File: config.mk
export PLATFORM = sky130hd
export DESIGN_NAME = pll_lock_supervisor_flat
export DESIGN_NICKNAME = d
export VERILOG_FILES = /design/src/rtl/pll_lock_supervisor_pkg.sv /design/src/rtl/pll_lock_supervisor_if.sv /design/src/rtl/pll_lock_supervisor_sync_2ff.sv /design/src/rtl/pll_lock_supervisor.sv /design/src/flat_wrapper.sv
export SDC_FILE = /design/constraint.sdc
export NUM_CORES = 1
export LEC_CHECK = 0
export ABC_AREA = 1
export BUFFER_PORTS_ARGS = -buffer_cell sky130_fd_sc_hd__buf_2
export CORE_ASPECT_RATIO = 1.5
export CORE_MARGIN = 4
export CORE_UTILIZATION = 63
export CTS_CLUSTER_DIAMETER = 50
export DETAILED_ROUTE_END_ITERATION = 12
export GPL_TIMING_DRIVEN = 1
export PLACE_DENSITY = 0.81
export SKIP_CTS_REPAIR_TIMING = 1
export SYNTH_ARGS = -nofsm -noshare
export SYNTH_HDL_FRONTEND = slang
export SYNTH_SLANG_ARGS = --single-unit
File: constraint.sdc
create_clock -name clkin -period 2.49 [get_ports clkin]
set_input_delay 0.249 -clock clkin [delete_from_list [all_inputs] [get_ports clkin]]
set_output_delay 0.249 -clock clkin [all_outputs]
set_load 0.02 [all_outputs]
File: src/rtl/pll_lock_supervisor_pkg.sv
// Shared types and defaults for the PLL reset/lock supervisor.
// Holds the FSM state enum, the registered output bundle and the counter sizing helper.
package pll_sup_pkg;

  typedef enum logic [2:0] {
    ST_PRST = 3'd0,
    ST_WAIT = 3'd1,
    ST_STAB = 3'd2,
    ST_RUN  = 3'd3,
    ST_FAIL = 3'd4
  } pll_sup_state_t;

  typedef struct packed {
    logic pll_reset;
    logic rst_out;
    logic pll_ready;
    logic fail;
  } pll_sup_out_t;

  localparam int unsigned DEF_RST_PULSE_CYCLES    = 16;
  localparam int unsigned DEF_LOCK_TIMEOUT_CYCLES = 50000;
  localparam int unsigned DEF_LOCK_STABLE_CYCLES  = 1024;
  localparam int unsigned DEF_MAX_RETRIES         = 7;

  // Width of the shared cycle counter: enough for the largest terminal count.
  function automatic int cnt_width(input int unsigned a, input int unsigned b,
                                   input int unsigned c);
    int unsigned m;
    m = a;
    if (b > m) m = b;
    if (c > m) m = c;
    if (m < 2) return 1;
    return $clog2(m);
  endfunction

  // Output decode for a state; applied at the transition so outputs move with the state.
  function automatic pll_sup_out_t state_outs(input pll_sup_state_t s);
    pll_sup_out_t o;
    o.pll_reset = (s == ST_PRST);
    o.rst_out   = (s != ST_RUN);
    o.pll_ready = (s == ST_RUN);
    o.fail      = (s == ST_FAIL);
    return o;
  endfunction

endpackage

File: src/rtl/pll_lock_supervisor_if.sv
// Supervisor <-> PLL/system signal bundle.
// The master side is the supervisor; the slave side is the PLL and the reset consumers.
interface pll_lock_supervisor_if;
  logic       lock;
  logic       pll_reset;
  logic       rst_out;
  logic       pll_ready;
  logic       fail;
  logic [3:0] retry_cnt;
  logic [7:0] loss_cnt;

  modport master (
    input  lock,
    output pll_reset,
    output rst_out,
    output pll_ready,
    output fail,
    output retry_cnt,
    output loss_cnt
  );

  modport slave (
    output lock,
    input  pll_reset,
    input  rst_out,
    input  pll_ready,
    input  fail,
    input  retry_cnt,
    input  loss_cnt
  );
endinterface

File: src/rtl/pll_lock_supervisor_sync_2ff.sv
// Generic two-flop synchroniser, one independent chain per bit.
// Bits are not coherent with each other; use only for independent level signals.
module sync_2ff #(
  parameter int WIDTH = 1
) (
  input  logic             clk,
  input  logic             srst,
  input  logic [WIDTH-1:0] d,
  output logic [WIDTH-1:0] q
);

  generate
    for (genvar gi = 0; gi < WIDTH; gi++) begin : g_bit
      logic meta_reg;
      logic sync_reg;

      always_ff @(posedge clk) begin
        if (srst) begin
          meta_reg <= 1'b0;
          sync_reg <= 1'b0;
        end else begin
          meta_reg <= d[gi];
          sync_reg <= meta_reg;
        end
      end

      assign q[gi] = sync_reg;
    end
  endgenerate

endmodule

File: src/rtl/pll_lock_supervisor.sv
// PLL reset/lock supervisor on the reference clock: pulses the PLL reset, waits for a
// stable lock, releases the system reset, retries failed attempts and re-inits on lock loss.
module pll_lock_supervisor
  import pll_sup_pkg::*;
#(
  parameter int unsigned RST_PULSE_CYCLES    = DEF_RST_PULSE_CYCLES,
  parameter int unsigned LOCK_TIMEOUT_CYCLES = DEF_LOCK_TIMEOUT_CYCLES,
  parameter int unsigned LOCK_STABLE_CYCLES  = DEF_LOCK_STABLE_CYCLES,
  parameter int unsigned MAX_RETRIES         = DEF_MAX_RETRIES
) (
  input  logic                   clkin,
  input  logic                   reset,
  pll_lock_supervisor_if.master  sup
);

  localparam int CW = cnt_width(RST_PULSE_CYCLES, LOCK_TIMEOUT_CYCLES, LOCK_STABLE_CYCLES);

  localparam logic [CW-1:0] RST_LAST     = CW'(RST_PULSE_CYCLES - 1);
  localparam logic [CW-1:0] TIMEOUT_LAST = CW'(LOCK_TIMEOUT_CYCLES - 1);
  localparam logic [CW-1:0] STABLE_LAST  = CW'(LOCK_STABLE_CYCLES - 1);
  localparam logic [3:0]    RETRY_LIMIT  = 4'(MAX_RETRIES);

  logic            lock_s;
  pll_sup_state_t  state_reg;
  logic [CW-1:0]   cnt_reg;
  logic [3:0]      retry_reg;
  logic [7:0]      loss_reg;
  pll_sup_out_t    out_reg;

  sync_2ff #(.WIDTH(1)) u_lock_sync (
    .clk  (clkin),
    .srst (reset),
    .d    (sup.lock),
    .q    (lock_s)
  );

  // Outputs are reloaded only on a state change, so they always match state_reg.
  always_ff @(posedge clkin) begin
    if (reset) begin
      state_reg <= ST_PRST;
      cnt_reg   <= '0;
      retry_reg <= '0;
      loss_reg  <= '0;
      out_reg   <= state_outs(ST_PRST);
    end else begin
      unique case (state_reg)
        ST_PRST: begin
          if (cnt_reg == RST_LAST) begin
            state_reg <= ST_WAIT;
            out_reg   <= state_outs(ST_WAIT);
            cnt_reg   <= '0;
          end else begin
            cnt_reg <= cnt_reg + CW'(1);
          end
        end

        // A lock seen on the timeout cycle still wins over the retry.
        ST_WAIT: begin
          if (lock_s) begin
            state_reg <= ST_STAB;
            out_reg   <= state_outs(ST_STAB);
            cnt_reg   <= '0;
          end else if (cnt_reg == TIMEOUT_LAST) begin
            if (retry_reg == RETRY_LIMIT) begin
              state_reg <= ST_FAIL;
              out_reg   <= state_outs(ST_FAIL);
            end else begin
              retry_reg <= retry_reg + 4'd1;
              state_reg <= ST_PRST;
              out_reg   <= state_outs(ST_PRST);
              cnt_reg   <= '0;
            end
          end else begin
            cnt_reg <= cnt_reg + CW'(1);
          end
        end

        // Any dropout restarts the lock wait without consuming a retry.
        ST_STAB: begin
          if (!lock_s) begin
            state_reg <= ST_WAIT;
            out_reg   <= state_outs(ST_WAIT);
            cnt_reg   <= '0;
          end else if (cnt_reg == STABLE_LAST) begin
            state_reg <= ST_RUN;
            out_reg   <= state_outs(ST_RUN);
          end else begin
            cnt_reg <= cnt_reg + CW'(1);
          end
        end

        ST_RUN: begin
          if (!lock_s) begin
            state_reg <= ST_PRST;
            out_reg   <= state_outs(ST_PRST);
            cnt_reg   <= '0;
            retry_reg <= '0;
            if (loss_reg != 8'hFF) begin
              loss_reg <= loss_reg + 8'd1;
            end
          end
        end

        ST_FAIL: begin
        end

        default: begin
          state_reg <= ST_PRST;
          out_reg   <= state_outs(ST_PRST);
          cnt_reg   <= '0;
        end
      endcase
    end
  end

  assign sup.pll_reset = out_reg.pll_reset;
  assign sup.rst_out   = out_reg.rst_out;
  assign sup.pll_ready = out_reg.pll_ready;
  assign sup.fail      = out_reg.fail;
  assign sup.retry_cnt = retry_reg;
  assign sup.loss_cnt  = loss_reg;

endmodule

File: src/flat_wrapper.sv
// flat-port wrapper written by rule: the top's interface ports become plain ports
module pll_lock_supervisor_flat import pll_sup_pkg::*;
#(
  parameter int unsigned RST_PULSE_CYCLES    = DEF_RST_PULSE_CYCLES,
  parameter int unsigned LOCK_TIMEOUT_CYCLES = DEF_LOCK_TIMEOUT_CYCLES,
  parameter int unsigned LOCK_STABLE_CYCLES  = DEF_LOCK_STABLE_CYCLES,
  parameter int unsigned MAX_RETRIES         = DEF_MAX_RETRIES
)
  (clkin, reset, sup_lock, sup_pll_reset, sup_rst_out, sup_pll_ready, sup_fail, sup_retry_cnt, sup_loss_cnt);
  pll_lock_supervisor_if sup_i ();
  input  logic clkin;
  input  logic reset;
  input wire logic [$bits(sup_i.lock)-1:0] sup_lock;
  output wire logic [$bits(sup_i.pll_reset)-1:0] sup_pll_reset;
  output wire logic [$bits(sup_i.rst_out)-1:0] sup_rst_out;
  output wire logic [$bits(sup_i.pll_ready)-1:0] sup_pll_ready;
  output wire logic [$bits(sup_i.fail)-1:0] sup_fail;
  output wire logic [$bits(sup_i.retry_cnt)-1:0] sup_retry_cnt;
  output wire logic [$bits(sup_i.loss_cnt)-1:0] sup_loss_cnt;
  assign sup_i.lock = sup_lock;
  assign sup_pll_reset = sup_i.pll_reset;
  assign sup_rst_out = sup_i.rst_out;
  assign sup_pll_ready = sup_i.pll_ready;
  assign sup_fail = sup_i.fail;
  assign sup_retry_cnt = sup_i.retry_cnt;
  assign sup_loss_cnt = sup_i.loss_cnt;
  pll_lock_supervisor #(.RST_PULSE_CYCLES(RST_PULSE_CYCLES), .LOCK_TIMEOUT_CYCLES(LOCK_TIMEOUT_CYCLES), .LOCK_STABLE_CYCLES(LOCK_STABLE_CYCLES), .MAX_RETRIES(MAX_RETRIES)) u_core (.clkin(clkin), .reset(reset), .sup(sup_i));
endmodule
# [Word-level counts from Yosys, hierarchy flattened]
# Index checks and enable logic that the tools add are counted.
[word_totals] register_bits=37 output_inout_bits=16 word_cells=68 inputBits=3
[op_classes] mux=29 n_reduce_logical=6 n_eq_ne=18 bitwise=2 n_addsub=3
[op_table] op="$mux 16" count=7
[op_table] op="$pmux 16 s5" count=1
[op_table] op="$mux 4" count=11
[op_table] op="$mux 3" count=7
[op_table] op="$pmux 4 s5" count=1
[op_table] op="$add 16x1->16 const B" count=1
[op_table] op="$eq 16x10->1 const B" count=1
[op_table] op="$eq 16x16->1 const B" count=1
[op_table] op="$eq 16x4->1 const B" count=1
[op_table] op="$pmux 3 s5" count=1
[op_table] op="$reduce_and 5->1" count=2
[op_table] op="$add 8x1->8 const B" count=1
[op_table] op="$ne 8x8->1 const B" count=1
[op_table] op="$pmux 4 s2" count=1
[op_table] op="$eq 3x2->1 const B" count=2
[op_table] op="$ne 2x2->1 const B" count=3
[op_table] op="$ne 3x2->1 const B" count=2
[op_table] op="$add 4x1->4 const B" count=1
[op_table] op="$eq 4x3->1 const B" count=1
[op_table] op="$ne 2x1->1 const B" count=2
[op_table] op="$ne 4x4->1 const B" count=1
[op_table] op="$reduce_and 4->1" count=1
[op_table] op="$eq 3x1->1 const B" count=1
[op_table] op="$eq 3x3->1 const B" count=1
[op_table] op="other kinds (5)" count=6

# [Logic depth before layout (Yosys ltp)]
[depth] depth_word=5 ltp_mapped=11 depth_no_buf=11

# [Hierarchy]
# From an unflattened synthesis, not the netlist that was laid out.
[hier_totals] hier_cells=335 area_unflattened_um2=2168.3
[by_module_without_submodules] mod="pll_lock_supervisor" seq_area_each_um2=680.7 area_per_inst_um2=2113.3 cells_each=329 n_inst=1
[by_module_without_submodules] mod="sync_2ff" seq_area_each_um2=40.0 area_per_inst_um2=55.1 cells_each=6 n_inst=1

# [Worst setup path before layout]
# Ideal clock, no wire load.
[synth_timing] path_type="register to register" from="register u_core.retry_reg[0], in the netlist u_core.sup.retry_cnt[0]" to="register u_core.cnt_reg[5]" synth_period_minus_slack_ps=1627 path_buffers=1 t_arrival_ps=1503 setup_slack_ps=863 path_stages_with_launch=10 setup_ps=124 cell_sequence="dfxtp_1 > ha_1 > nand3_1 > nor2_1 > nand3_2 > nand3_4 > buf_8 > o21bai_2 > nand2_1 > nor2_1"
[synth_between] elab_chain_cells=3
[synth_rtl] element="from (decl)" line_no="pll_lock_supervisor.sv:26" rtl="logic [3:0] retry_reg;"
[synth_rtl] element="from (signal assigned)" line_no="pll_lock_supervisor.sv:68" rtl="retry_reg <= retry_reg + 4'd1;"
[synth_rtl] element="$eq 4x3->1" line_no="pll_lock_supervisor.sv:64" rtl="if (retry_reg == RETRY_LIMIT) begin"
[synth_rtl] element="$ne 4x4->1 (no line)"
[synth_rtl] element="$reduce_and 4->1 (no line)"
[synth_rtl] element="to (signal assigned)" line_no="pll_lock_supervisor.sv:53" rtl="cnt_reg <= cnt_reg + CW'(1);"
[synth_rtl] element="to (signal assigned)" line_no="pll_lock_supervisor.sv:74" rtl="cnt_reg <= cnt_reg + CW'(1);"
[synth_rtl] element="to (signal assigned)" line_no="pll_lock_supervisor.sv:88" rtl="cnt_reg <= cnt_reg + CW'(1);"
[synth_rtl] element="to (decl)" line_no="pll_lock_supervisor.sv:25" rtl="logic [CW-1:0] cnt_reg;"
# No other way between the ends.
# A chain may end at the register's enable or synchronous reset.

# [Worst setup path in the final report]
[layout_timing] from="register u_core.cnt_reg[0]" to="register u_core.cnt_reg[15]"
[layout_between] elab_chain_cells=4 elab_cells_between_ends=13 classes_between="1 x add/sub; 5 x eq/ne; 6 x mux; 1 x reduce/logical"
[layout_rtl] element="$add 16x1->16 or $eq 16x16->1 (tied branches)"
[layout_rtl] element="$mux 16, on equally long branches" line_no="pll_lock_supervisor.sv:84, pll_lock_supervisor.sv:63"
[layout_rtl] element="$mux 16, on equally long branches" line_no="pll_lock_supervisor.sv:80, pll_lock_supervisor.sv:59"
[layout_rtl] element="$pmux 16 s5" line_no="pll_lock_supervisor.sv:46" rtl="unique case (state_reg)"
# Parallel ways exist; a longest one is shown, timed or not. The select of a mux whose other input is x is not followed.

==> summary.md <==
| Metric | Value |
|---|---|
| Slew Viols, Final | `0` |
| CP startpoint | `u_core.cnt_reg[0]` |
| Clock skew | `0.00872 ns` |
| Port Buffer Count | `18` |
| Routed vias/inst | `5.26` |
| Cell variety after synth | `29` |
| Avg Inst Size Synth | `6.83 sq um` |
| Period utilization | `72.8%` |
| Root buffer cell | `clkbuf_8` |
| Remaining Overflow, GRT | `0` |
| Crit-path max cell delay | `0.39 ns` |
| Synth Warn # | `0` |
| Layout area overhead | `10.9%` |
| Leakage power | `0.997 nW` |
| Cell area power density | `767 nW/um^2` |
| Internal reg-to-reg setup slack | `0.68 ns` |
| DRC Markers | `0` |
| CP max FO | `18` |
| #FFs+latches synth | `36` |
| Core area | `3160 sq um` |
| RSZ-0062 raised after global routing | `false` |
| WL/cell | `12.2 um` |
| Clock slew at reported path FFs | `0.08 ns` |
| Post-synth EDFFs | `0` |
| Die width | `54.8 um` |
| WP data required | `2.68 ns` |
| Largest register FFs | `16` |
| Measured slew at the worst slew-check pin | `0.467 ns` |
| Worst r2r dst | `u_core.cnt_reg[15]` |
| Detail Route Antenna Nets | `0` |
| Fraction of layout cells with a size suffix above 1 | `19.6%` |
| Total wire length | `4460 um` |
| Initial Utilization | `65.5%` |
| Post-Synth Simple-Gate Area | `40.4%` |
| Post-synthesis instance area | `2070 sq um` |
| Cell Area, Placed | `2190 sq um` |
| Largest family of logic cells by synthesized area | `simple AND/OR/NAND/NOR gates` |
| Multi-input gate area | `1180 sq um` |
| Slew HR | `68.6%` |
| 1st-pass router iterations | `4` |
| Fmax | `0.552 GHz` |
| Worst setup path class | `flop to flop` |
| Synthesized instance count | `303` |
| Post-synthesis mux area share | `0%` |
| # IOs | `19` |
| Minimum clock period after layout | `1.81 ns` |
| Register-to-Register Path Depth | `8` |
| CTS tree | `built` |
| Clk sinks | `36` |
| Final Instance Area | `2290 sq um` |
| Worst-Skew Late Latency | `0.29 ns` |
| Setup crit end | `u_core.cnt_reg[15]` |
| Initial antenna violation count | `0` |
| Sequential cell area | `721 sq um` |
| Post-synthesis sequential area ratio | `34.8%` |
| Most frequent cells in the layout | `nand2_1, nor2_1, dfxtp_1, inv_1, nand3_1` |
| CP cell instances | `ha_1 > nand3_2 > nor2_2 > nand3_4 > nand3_4 > nor2_1 > a21oi_1 > nor2_1` |
| Syn Nets | `309` |
| Final nets | `331` |
| Asr flop ratio synth | `0%` |
| Worst VDD drop | `0.665 mV` |
| Critical R2R Launch | `u_core.cnt_reg[0]` |
| Inserted Diodes | `0` |
| Final Hold Violating Endpoints | `0` |
| Largest net degree at the start of global routing | `19` |
| H-tree depth | `2` |
| Commonest non-fill, non-tap cell in the layout | `nand2_1` |
| Final GP Congestion | `0.879` |
| Vias in the first global route | `1861` |
| Fill count | `282` |
| CTS Buf Count | `5` |
| Synth Area in Compound Gates | `12.5%` |
| First DRT Iteration DRCs | `50` |
| Prevailing post-synth register cell | `dfxtp_1` |
| Worst min path class | `primary input to flop` |
| Total Routing Usage GR | `23.9%` |
| Slowest cell on crit path | `dfxtp_1` |
| First-pass GRT wire length | `7670 um` |
| Die height | `78.2 um` |
| Setup TNS | `0 ns` |
| Max-cap violations | `0` |
| Status | `finished clean` |
| Adder-Cell Fraction of Synth Area | `1.81%` |
| Hpwl dp | `3360 um` |
| Finish-stage setup viols | `0` |
| Max clock buf depth | `2` |
| Die Area | `4280 sq um` |
| Row Count | `25` |
| Worst setup EP type | `flop` |
| Via count | `1926` |
| Worst Setup Start Kind | `flop` |
| Synth Area in XOR/XNOR | `2.12%` |
| Arrival @ worst endpoint | `2.00 ns` |
area by class of cell:
| type | count | area share (%) |
|---|---|---|
| Clock buffer | 6 | 3.16 |
| Clock inverter | 2 | 1.53 |
| Inverter | 40 | 6.54 |
| Multi-Input combinational cell | 224 | 51.3 |
| Sequential cell | 36 | 31.4 |
| Tap cell | 40 | 2.18 |
| Timing Repair Buffer | 18 | 3.93 |
stage by stage:
stage	total power, mW	setup slack (ns)	hold slack, ns	util [%]	std cells
4_1_cts	1.77	0.668	0.159	72.6	366
2_1_floorplan	1.16	0.863	0.328	-	303
3_5_place_dp	1.26	0.686	0.396	69.2	358
3_3_place_gp	1.26	0.731	0.392	69.2	358
5_1_grt	1.88	0.516	0.177	72.6	366
6_report	1.76	0.677	0.162	72.6	366
metal layers:
metal | vias up | track usage (%) | part of all wire [%]
met3 | 6 | 5.12 | 3.1
met4 | 0 | 9.73 | 1.6
met1 | 875 | 26.0 | 41
met5 | - | 0 | 0
li1 | 1018 | - | -
met2 | 27 | 42.2 | 54
kinds of logic after synthesis:
kind of cell / Yosys count
AND/OR/NAND/NOR: 174
AO/OA/AOI/OAI: 42
XOR/XNOR: 5
flip-flops: 36
adder cells (fa/ha/maj): 3
buffers and inverters: 43
worst min-delay path by stage:
stage,from,end,slack [ns],cells past startpoint
floorplan,reset,u_core.sup.loss_cnt[5],0.33,1
global placement,u_core.u_lock_sync.g_bit[0].meta_reg,u_core.u_lock_sync.q,0.39,2
detailed placement,u_core.u_lock_sync.g_bit[0].meta_reg,u_core.u_lock_sync.q,0.40,2
CTS,sup_lock,u_core.u_lock_sync.g_bit[0].meta_reg,0.16,3
global route,sup_lock,u_core.u_lock_sync.g_bit[0].meta_reg,0.18,3
finish,sup_lock,u_core.u_lock_sync.g_bit[0].meta_reg,0.16,3
synth_stat cells, types with 3 or more instances:
cell / count / area, sq um
a21oi_1: 17 / 85.1
a21oi_2: 5 / 43.8
dfxtp_1: 36 / 721
ha_1: 3 / 37.5
inv_1: 35 / 131
inv_2: 5 / 18.8
nand2_1: 69 / 259
nand2_2: 6 / 37.5
nand3_1: 25 / 125
nand3_2: 4 / 40.0
nand4_1: 7 / 43.8
nor2_1: 44 / 165
nor2_2: 5 / 31.3
nor2_4: 4 / 45.0
nor3_1: 5 / 25.0
o21ai_0: 12 / 60.1
o21ai_2: 3 / 26.3
xor2_1: 4 / 35.0
worst max-delay path, delay by kind of cell (launching register included):
kind | cells | cell delay (ns)
adder cells (fa/ha/maj) | 1 | 0.22
AND/OR/NAND/NOR | 6 | 0.96
flip-flops | 1 | 0.39
AO/OA/AOI/OAI | 1 | 0.14
where the power goes:
group	internal [mW]	switching (mW)
clock	0.297	0.203
combinational	0.174	0.404
sequential	0.624	0.0574
Power figures use the tool's default switching activity.
